File: config.mk
export PLATFORM = sky130hd
export DESIGN_NAME = pci_memtarget
export DESIGN_NICKNAME = d
export VERILOG_FILES = /design/src/rtl/pci_pkg.sv /design/src/rtl/pci_lat_timer.sv /design/src/rtl/pci_memtarget.sv
export SDC_FILE = /design/constraint.sdc
export NUM_CORES = 1
export LEC_CHECK = 0
export ABC_AREA = 1
export BUFFER_PORTS_ARGS = -buffer_cell sky130_fd_sc_hd__buf_2
export CORE_MARGIN = 2
export CORE_UTILIZATION = 50
export CTS_CLUSTER_SIZE = 24
export DETAILED_ROUTE_END_ITERATION = 6
export HOLD_SLACK_MARGIN = 0.06
export PLACE_DENSITY = 0.82
export SLEW_MARGIN = 40
export SYNTH_ARGS = -nofsm -noshare
export SYNTH_HDL_FRONTEND = slang
export SYNTH_SLANG_ARGS = --single-unit
File: constraint.sdc
create_clock -name pci_clk_i -period 2.66 [get_ports pci_clk_i]
set_input_delay 0.532 -clock pci_clk_i [delete_from_list [all_inputs] [get_ports pci_clk_i]]
set_output_delay 0.532 -clock pci_clk_i [all_outputs]
set_load 0.1 [all_outputs]
File: src/rtl/pci_pkg.sv
// PCI bus command codes and the memory-target state encoding.
package pci_pkg;

  localparam logic [3:0] PCI_MEMREAD   = 4'b0110;
  localparam logic [3:0] PCI_MEMWRITE  = 4'b0111;
  localparam logic [3:0] PCI_CFGREAD   = 4'b1010;
  localparam logic [3:0] PCI_CFGWRITE  = 4'b1011;
  localparam logic [3:0] PCI_MEMRDMULT = 4'b1100;
  localparam logic [3:0] PCI_MEMRDLINE = 4'b1110;
  localparam logic [3:0] PCI_MEMWRINV  = 4'b1111;

  typedef enum logic [2:0] {
    StIdle,
    StRdFetch,
    StRdXfer,
    StWrWait,
    StWrStore,
    StStopping,
    StTurn
  } tgt_state_e;

  function automatic logic is_mem_read(input logic [3:0] cmd);
    return (cmd == PCI_MEMREAD) || (cmd == PCI_MEMRDMULT) || (cmd == PCI_MEMRDLINE);
  endfunction

  function automatic logic is_mem_write(input logic [3:0] cmd);
    return (cmd == PCI_MEMWRITE) || (cmd == PCI_MEMWRINV);
  endfunction

endpackage

File: src/rtl/pci_lat_timer.sv
// Initial-latency counter: runs from DEVSEL# assertion until the first data transfer.
module pci_lat_timer #(
  parameter int unsigned MAX_WAIT = 16
) (
  input  logic clk,
  input  logic rst_n,
  input  logic start,
  input  logic clear,
  output logic expired
);

  localparam int unsigned CntW = (MAX_WAIT > 1) ? $clog2(MAX_WAIT) : 1;

  logic [CntW-1:0] count_q;
  logic            running_q;

  assign expired = running_q && (count_q == CntW'(MAX_WAIT - 1));

  always_ff @(posedge clk or negedge rst_n) begin
    if (!rst_n) begin
      running_q <= 1'b0;
      count_q   <= '0;
    end else if (start) begin
      running_q <= 1'b1;
      count_q   <= '0;
    end else if (clear) begin
      running_q <= 1'b0;
      count_q   <= '0;
    end else if (running_q && !expired) begin
      count_q <= count_q + CntW'(1);
    end
  end

endmodule

File: src/rtl/pci_memtarget.sv
// PCI memory-space target: decodes the 4 KB window and bridges data phases to a req/ack bus.
module pci_memtarget
  import pci_pkg::*;
#(
  parameter int unsigned WIN_BITS = 12,
  parameter int unsigned MAX_WAIT = 16
) (
  input  logic                  pci_clk_i,
  input  logic                  pci_rst_ni,
  input  logic                  pci_frame_ni,
  input  logic                  pci_irdy_ni,
  input  logic [3:0]            pci_cbe_ni,
  input  logic [31:0]           pci_ad_i,
  output logic [31:0]           pci_ad_o,
  output logic                  pci_devsel_no,
  output logic                  pci_trdy_no,
  output logic                  pci_stop_no,
  output logic                  active_o,
  input  logic                  memen_i,
  input  logic [31-WIN_BITS:0]  base_i,
  output logic                  mem_req_o,
  output logic                  mem_we_o,
  output logic [WIN_BITS-3:0]   mem_addr_o,
  output logic [3:0]            mem_be_o,
  output logic [31:0]           mem_data_o,
  input  logic [31:0]           mem_data_i,
  input  logic                  mem_ack_i
);

  localparam int unsigned AW = WIN_BITS - 2;

  tgt_state_e    state_q, state_d;
  logic          devsel_q, devsel_d, trdy_q, trdy_d, stop_q, stop_d, active_q, active_d;
  logic          req_q, req_d, we_q, we_d, rd_q, rd_d, last_q, last_d;
  logic [31:0]   ad_q, ad_d, data_q, data_d;
  logic [AW-1:0] addr_q, addr_d;
  logic [3:0]    be_q, be_d;
  logic          addr_ok, xfer, start, clear, expired;

  assign addr_ok = memen_i && (pci_ad_i[31:WIN_BITS] == base_i) && (pci_ad_i[1:0] == 2'b00);

  pci_lat_timer #(
    .MAX_WAIT(MAX_WAIT)
  ) u_lat_timer (
    .clk    (pci_clk_i),
    .rst_n  (pci_rst_ni),
    .start  (start),
    .clear  (clear),
    .expired(expired)
  );

  always_comb begin
    state_d = state_q;
    ad_d    = ad_q;
    req_d   = req_q && !mem_ack_i;
    we_d    = we_q;
    addr_d  = addr_q;
    be_d    = be_q;
    data_d  = data_q;
    rd_d    = rd_q;
    last_d  = last_q;
    start   = 1'b0;
    xfer    = 1'b0;
    unique case (state_q)
      StIdle: begin
        if (!pci_frame_ni && addr_ok && is_mem_read(pci_cbe_ni)) begin
          start   = 1'b1;
          state_d = StRdFetch;
          req_d   = 1'b1;
          we_d    = 1'b0;
          be_d    = 4'hF;
          rd_d    = 1'b1;
          addr_d  = pci_ad_i[WIN_BITS-1:2];
        end else if (!pci_frame_ni && addr_ok && is_mem_write(pci_cbe_ni)) begin
          start   = 1'b1;
          state_d = StWrWait;
          we_d    = 1'b1;
          rd_d    = 1'b0;
          addr_d  = pci_ad_i[WIN_BITS-1:2];
        end
      end
      StRdFetch: begin
        // Expiry wins over a same-edge ack; that word is simply dropped.
        if (expired) begin
          state_d = StStopping;
        end else if (mem_ack_i) begin
          ad_d    = mem_data_i;
          state_d = StRdXfer;
        end
      end
      StRdXfer: begin
        if (!pci_irdy_ni) begin
          xfer = 1'b1;
          if (pci_frame_ni) begin
            state_d = StTurn;
          end else if (&addr_q) begin
            state_d = StStopping;
          end else begin
            addr_d  = addr_q + AW'(1);
            req_d   = 1'b1;
            state_d = StRdFetch;
          end
        end else if (expired) begin
          state_d = StStopping;
        end
      end
      StWrWait: begin
        if (!pci_irdy_ni) begin
          xfer    = 1'b1;
          data_d  = pci_ad_i;
          be_d    = ~pci_cbe_ni;
          req_d   = 1'b1;
          last_d  = pci_frame_ni;
          state_d = StWrStore;
        end else if (expired) begin
          state_d = StStopping;
        end
      end
      StWrStore: begin
        if (mem_ack_i) begin
          if (last_q) begin
            state_d = StTurn;
          end else if (&addr_q) begin
            state_d = StStopping;
          end else begin
            addr_d  = addr_q + AW'(1);
            state_d = StWrWait;
          end
        end
      end
      StStopping: begin
        if (pci_frame_ni && (!req_q || mem_ack_i)) state_d = StTurn;
      end
      StTurn:  state_d = StIdle;
      default: state_d = StIdle;
    endcase

    clear    = xfer || (state_d inside {StStopping, StTurn, StIdle});
    devsel_d = !(state_d inside {StRdFetch, StRdXfer, StWrWait, StWrStore, StStopping});
    trdy_d   = !(state_d inside {StRdXfer, StWrWait});
    stop_d   = (state_d != StStopping);
    // AD is driven one clock after the address phase to leave a turnaround cycle.
    active_d = rd_d && (state_q != StIdle) && (state_d inside {StRdFetch, StRdXfer, StStopping});
  end

  always_ff @(posedge pci_clk_i or negedge pci_rst_ni) begin
    if (!pci_rst_ni) begin
      state_q  <= StIdle;
      devsel_q <= 1'b1;
      trdy_q   <= 1'b1;
      stop_q   <= 1'b1;
      active_q <= 1'b0;
      ad_q     <= '0;
      req_q    <= 1'b0;
      we_q     <= 1'b0;
      addr_q   <= '0;
      be_q     <= '0;
      data_q   <= '0;
      rd_q     <= 1'b0;
      last_q   <= 1'b0;
    end else begin
      state_q  <= state_d;
      devsel_q <= devsel_d;
      trdy_q   <= trdy_d;
      stop_q   <= stop_d;
      active_q <= active_d;
      ad_q     <= ad_d;
      req_q    <= req_d;
      we_q     <= we_d;
      addr_q   <= addr_d;
      be_q     <= be_d;
      data_q   <= data_d;
      rd_q     <= rd_d;
      last_q   <= last_d;
    end
  end

  assign pci_ad_o      = ad_q;
  assign pci_devsel_no = devsel_q;
  assign pci_trdy_no   = trdy_q;
  assign pci_stop_no   = stop_q;
  assign active_o      = active_q;
  assign mem_req_o     = req_q;
  assign mem_we_o      = we_q;
  assign mem_addr_o    = addr_q;
  assign mem_be_o      = be_q;
  assign mem_data_o    = data_q;

endmodule

==> results of run 1 <==
[layout make-up]
cell class,count,area share (%)
Sequential cell,94,41.5
Clock buffer,11,2.49
Multi-Input combinational cell,336,32.8
Tap cell,108,2.38
Clock inverter,5,0.728
Inverter,54,3.66
Timing Repair Buffer,181,16.4
[worst paths after layout]
path / from / to / slack, ns
max: mem_addr_o[1]$_DFFE_PN0P_ / u_lat_timer.count_q[1]$_DFFE_PN0P_ / 0.62
min: pci_rst_ni / pci_ad_o[1]$_DFFE_PN0P_ / 0.15
max reg2reg: mem_addr_o[1]$_DFFE_PN0P_ / u_lat_timer.count_q[1]$_DFFE_PN0P_ / 0.62
min reg2reg: mem_data_o[4]$_DFFE_PN0P_ / mem_data_o[4]$_DFFE_PN0P_ / 0.48
max in group asynchronous: pci_rst_ni / mem_addr_o[0]$_DFFE_PN0P_ / 1.84
min in group pci_clk_i: pci_cbe_ni[2] / mem_be_o[2]$_DFFE_PN0P_ / 0.36
[Yosys cell counts (6+ instances only)]
| library cell | n |
|---|---|
| o21ai_0 | 21 |
| dfrtp_1 | 91 |
| clkbuf_1 | 6 |
| nand2_1 | 143 |
| nand3_1 | 16 |
| mux2_2 | 32 |
| inv_2 | 8 |
| nand2_2 | 6 |
| xor2_1 | 15 |
| a21oi_1 | 6 |
| inv_1 | 45 |
| nor2_1 | 45 |
[per-stage QoR]
stage,area (sq um),std cells,hold slack (ns),utilization [%],setup WS (ns)
2_1_floorplan,4490,496,0.236,-,0.246
3_3_place_gp,5490,773,0.450,63.0,0.576
3_5_place_dp,5490,773,0.454,63.0,0.428
4_1_cts,5680,789,0.158,65.1,0.598
5_1_grt,5680,789,0.196,65.1,0.433
6_report,5680,789,0.148,65.1,0.620
[metal layers]
layer  wire, um  part of all wire, %
met1       4580                   44
met2       4630                   44
met3       1000                  9.6
met4        233                  2.2
met5          0                    0
[logic make-up (layout without fill, tap and decap cells)]
kind of cell | count (synthesis) | after routing | synth area share [%]
buffers and inverters | 66 | 251 | 6.02
AO/OA/AOI/OAI | 48 | 48 | 6.36
AND/OR/NAND/NOR | 233 | 233 | 22.4
multiplexers | 33 | 33 | 8.25
flip-flops | 94 | 94 | 52.5
adder cells (fa/ha/maj) | 2 | 2 | 0.558
XOR/XNOR | 20 | 20 | 3.90
[state kept, by name, indices dropped and copies added (netlist names), named ones only]
register / cells
active_o: 1
last_q: 1
mem_addr_o: 10
mem_be_o: 4
mem_data_o: 32
mem_req_o: 1
mem_we_o: 1
pci_ad_o: 32
pci_devsel_no: 1
pci_stop_no: 1
pci_trdy_no: 1
state_q: 3
u_lat_timer.count_q: 4
u_lat_timer.running_q: 1
==> flow_summary_export.csv, run 1 <==
group,metric,value,unit
synth,syn_nets,592,
clock_network,tritoncts,"yes",
global_routing,grt_use_met1,29.4,%
global_routing,overflow,0,
sta,finalHoldViolCount,0,
sta,fin_skew,0.0213,ns
global_routing,met3_usage,6.52,%
synth,synth-edff-count,0,
sta,drv_slew,0,
sta,setup_viol,0,
floorplan,die_y,98.7,um
clock_network,clkTransAtPathRegs,0.10,ns
finish,drive_gt1_share,38.2,%
synth,synth.distinct_cells,37,
critical_path,crit_slowest_cell,"dfrtp_1",
clock_network,cts_buffer_depth,2,
floorplan,core_area,0.00872,sq mm
placement,hpwl,8.14,mm
global_routing,met2_usage,34.4,%
synth,ys.flop_type,"dfrtp_1",
critical_path,crit_family,"simple AND/OR/NAND/NOR gates",
global_routing,top_usage_layer,"met2",
routing,vias_per_cell,4.89,
clock_network,cts_resized,0,
finish,num-fill-cells,716,
global_routing,grt_pass1_vias,3762,
clock_network,cts.hold.buffers_added,0,
placement,port_buffers,177,
clock_network,post_cts.repair.setup_buffers,0,
sta,period_share,76.7,%
sta,layout_min_cycle_time,2.04,ns
routing,num_vias,3859,
clock_network,cts_htree_levels,3,
synth,netlist.area_leader.share,50.8,%
floorplan,die_w,98.7,um
clock_network,clock-sinks,94,
floorplan,start_util,51.4,%
critical_path,cp_num_buf_inv,1,
critical_path,end_kind,"register",
global_routing,grt_max_degree,51,
synth,ys_top_cells_by_area,"dfrtp_1 51%, nand2_1 12%, mux2_2 8.0%",
finish,final_common_cell,"buf_2",
critical_path,critPathArrivalTime,2.33,ns
critical_path,path_cells,"ha_1 -> nand2_2 -> nor2_4 -> nand3_2 -> nor2_1 -> nor3_1 -> nor2_1 -> nand2_1 -> inv_2 -> nor2_2 -> nor2_2 -> nand2_2 -> nor2_1",
routing,finalWirelength,10.4,mm
worst_hold_path,hp-class,"input pin to asynchronous set/reset pin",
finish,multiInputGateArea,0.00186,sq mm
routing,ant_nets,0,
critical_path,critPathMostFrequentCell,"nor2_1",
sta,setup_tns,0,ns
routing,dr.pass1.iters,4,
sta,tightest_slew,0.559,ns
synth,yosys.area.top_type,"dfrtp_1",
placement,gp_congestion,0.860,
routing,post_drt_wl_per_cell,13.2,um
critical_path,crit_type,"register to register",
clock_network,clk_latency,0.36,ns
critical_path,crit_required,2.95,ns
routing,drc_errors,0,
floorplan,dieArea,0.00975,sq mm
critical_path,crit_path_max_fanout,5,
finish,fin_nets,772,
sta,relSlewSlack,62.7,%
sta,rsz0062_at_grt,"no",
synth,syn_area,0.00449,sq mm
global_routing,grt_pass1_wl,17.3,mm
synth,async_flop_share,100,%
global_routing,antenna_found_initial,0,
floorplan,boundaryPins,178,
finish,register_area,0.00236,sq mm
global_routing,track_usage,22.0,%
run,maxCapViolations,0,
synth,ys_seq_elements,94,
floorplan,rows,34,
critical_path,cp.depth,13,
clock_network,numCtsBuffers,9,
critical_path,critPathLaunchType,"register",
critical_path,ff2ff_path_depth,13,
finish,insertedDiodeCount,0,
synth,ys_warn_count,0,
finish,syn_to_final_growth,26.5,%
run_status,status,"finished clean",
routing,drt_iter0_drc,118,
synth,synth_cells,496,
clock_network,clockRootBuffer,"clkbuf_8",
sta,timing.fmax,490,MHz
synth,ys_seq_area_share,52.5,%
synth,syn_avg_cell_area,9.05,sq um
critical_path,slowest_delay,0.43,ns
finish,final_cell_mix,"176 x buf_2, 143 x nand2_1, 91 x dfrtp_1, 45 x inv_1, 44 x nor2_1",
Power of run 1 is left out: the tool's default activity adds up to more than one toggle a clock period on the data nets, which glitch-free logic cannot reach.
==> run 2: changes to the inputs <==
- CORE_UTILIZATION: 50 -> 44
- PLACE_DENSITY: 0.82 -> 0.76
- clock period: 2.66 -> 1.7 ns (I/O delays scaled with it)
==> run 2 against run 1 <==
Cell area is 13% higher. Critical path depth is 1 lower. Critical path type unchanged. Cell count up 9.9%. Clock skew fell by 0.012 ns. The run now ends with setup timing left.
==> flow_summary_export.csv, run 2 (synthesized netlist as in run 1, its figures left out) <==
group,metric,value,unit
clock_network,clock-sinks,94,
critical_path,slowest_delay,0.50,ns
sta,rsz0062_at_grt,"yes",
global_routing,track_usage,20.9,%
sta,setup_tns,-0.996,ns
critical_path,critPathArrivalTime,2.09,ns
routing,num_vias,4189,
critical_path,r2r_start,"mem_addr_o[1]$_DFFE_PN0P_",
floorplan,die_y,105,um
floorplan,dieArea,0.0110,sq mm
sta,timing.fmax,553,MHz
finish,fin_nets,825,
placement,gp_congestion,0.872,
floorplan,rows,36,
worst_hold_path,hp-class,"input pin to register",
routing,finalWirelength,11.7,mm
routing,vias_per_cell,4.83,
floorplan,start_util,45.7,%
clock_network,cts_htree_levels,3,
global_routing,grt_max_degree,38,
placement,hpwl,8.93,mm
sta,setup_ws,-0.109,ns
clock_network,clk_latency,0.35,ns
global_routing,antenna_found_initial,0,
placement,placed_cell_area,0.00592,sq mm
clock_network,clkTransAtPathRegs,0.09,ns
finish,finalNonFillerCells,867,
critical_path,path_cells,"ha_4 -> nand2_4 -> nor2_4 -> nand3_4 -> nand3_2 -> nand3_1 -> inv_2 -> nor2_4 -> o211ai_1 -> nor2_4 -> nand2_4 -> nor2_2",
routing,post_drt_wl_per_cell,13.5,um
worst_hold_path,worstHoldEndpoint,"mem_be_o[3]$_DFFE_PN0P_",
finish,final_common_cell,"buf_2",
sta,drv_slew,0,
routing,ant_nets,0,
critical_path,critPathLaunchType,"register",
placement,port_buffers,177,
sta,relSlewSlack,64.5,%
floorplan,core_area,0.00982,sq mm
global_routing,grt_pass1_vias,4102,
sta,setup_viol,15,
run_status,violations,"setup timing",
critical_path,critPathMostFrequentCell,"nor2_4",
global_routing,top_usage_layer,"met2",
finish,postLayoutCoreUtil,65.3,%
worst_hold_path,hold_depth,2,
floorplan,boundaryPins,178,
global_routing,met3_usage,5.68,%
critical_path,crit_path_max_fanout,5,
critical_path,crit_required,1.98,ns
finish,final_cell_mix,"173 x buf_2, 140 x nand2_1, 79 x dfrtp_1, 50 x buf_4, 43 x inv_1",
finish,syn_to_final_growth,42.9,%
critical_path,crit_type,"register to register",
sta,period_share,106,%
clock_network,numCtsBuffers,9,
global_routing,grt_pass1_wl,18.7,mm
routing,drc_errors,0,
sta,fin_skew,0.00970,ns
clock_network,cts_buffer_depth,2,
run_status,status,"complete, but fails checks",
routing,drt_iter0_drc,222,
finish,drive_gt1_share,47.3,%
clock_network,tritoncts,"yes",
critical_path,crit_slowest_cell,"dfrtp_4",
routing,dr.pass1.iters,4,
placement,dp.cells,838,
clock_network,clockRootBuffer,"clkbuf_8",
critical_path,r2r_end,"u_lat_timer.count_q[2]$_DFFE_PN0P_",
finish,insertedDiodeCount,0,
run,maxCapViolations,0,
global_routing,overflow,0,
critical_path,rrSetupSlack,-0.11,ns
critical_path,end_kind,"register",
critical_path,ff2ff_path_depth,12,
finish,final_cell_area,0.00641,sq mm
global_routing,grt_use_met1,25.0,%
sta,layout_min_cycle_time,1.81,ns
global_routing,met2_usage,35.5,%
sta,finalHoldViolCount,0,
sta,tightest_slew,0.536,ns
worst_hold_path,holdCritStartpoint,"pci_cbe_ni[3]",
floorplan,die_w,105,um
-- run 2: cell types whose count changed in the layout (fill, tap and decap cells not counted), sizes merged --
| cell | change |
|---|---|
| buf | +49 |
| clkinvlp | -2 |
| bufinv | +1 |
| inv | -3 |
| clkbuf | +4 |
| clkinv | +3 |
| dlygate4sd3 | +1 |
-- run 2: cell type report --
class	instances	area, sq um
Clock buffer	13	179
Clock inverter	3	40.0
Sequential cell	94	2380
Timing Repair Buffer	233	1400
Multi-Input combinational cell	336	2030
Inverter	54	213
Timing Repair inverter	1	5.00
Tap cell	133	166
Fill cell	828	3410
-- run 2: routing by layer --
| layer | wire length [um] | vias to the layer above |
|---|---|---|
| met2 | 5420 | 190 |
| met5 | 0 | - |
| met1 | 4940 | 1933 |
| li1 | - | 2041 |
| met3 | 1020 | 25 |
| met4 | 291 | 0 |
-- run 2: worst max path at each step --
stage | start | end | cells past startpoint
6_report | mem_addr_o[1]$_DFFE_PN0P_ | u_lat_timer.count_q[2]$_DFFE_PN0P_ | 12
3_5_place_dp | base_i[3] | u_lat_timer.count_q[2]$_DFFE_PN0P_ | 13
2_1_floorplan | mem_addr_o[0]$_DFFE_PN0P_ | u_lat_timer.count_q[0]$_DFFE_PN0P_ | 13
3_3_place_gp | base_i[3] | u_lat_timer.count_q[0]$_DFFE_PN0P_ | 13
4_1_cts | mem_addr_o[1]$_DFFE_PN0P_ | u_lat_timer.count_q[3]$_DFFE_PN0P_ | 13
5_1_grt | mem_addr_o[1]$_DFFE_PN0P_ | u_lat_timer.count_q[2]$_DFFE_PN0P_ | 12
-- run 2: metrics by stage --
step	hold WS [ns]	worst slack, ns
3_3_place_gp	0.292	-0.143
6_report	0.154	-0.109
5_1_grt	0.157	-0.207
2_1_floorplan	0.0444	-0.205
4_1_cts	0.140	-0.0942
3_5_place_dp	0.296	-0.254
-- run 2: timing repair --
item,in CTS,in global routing
endpoints found under the hold margin,24,0
hold buffers,1,0
gates resized for setup,9,34
buffers inserted,5,6
cloned,1,0
pin swaps,5,18
endpoints found under the setup margin,11,54
-- run 2: critical path, delay by kind of cell (launching register included) --
kind            cells  cell delay [ns]
buf+inv             1             0.05
simple gates        9             0.84
fa+ha+maj           1             0.18
compound gates      1             0.16
flops               1             0.50
Power of run 2 is left out for the same reason.
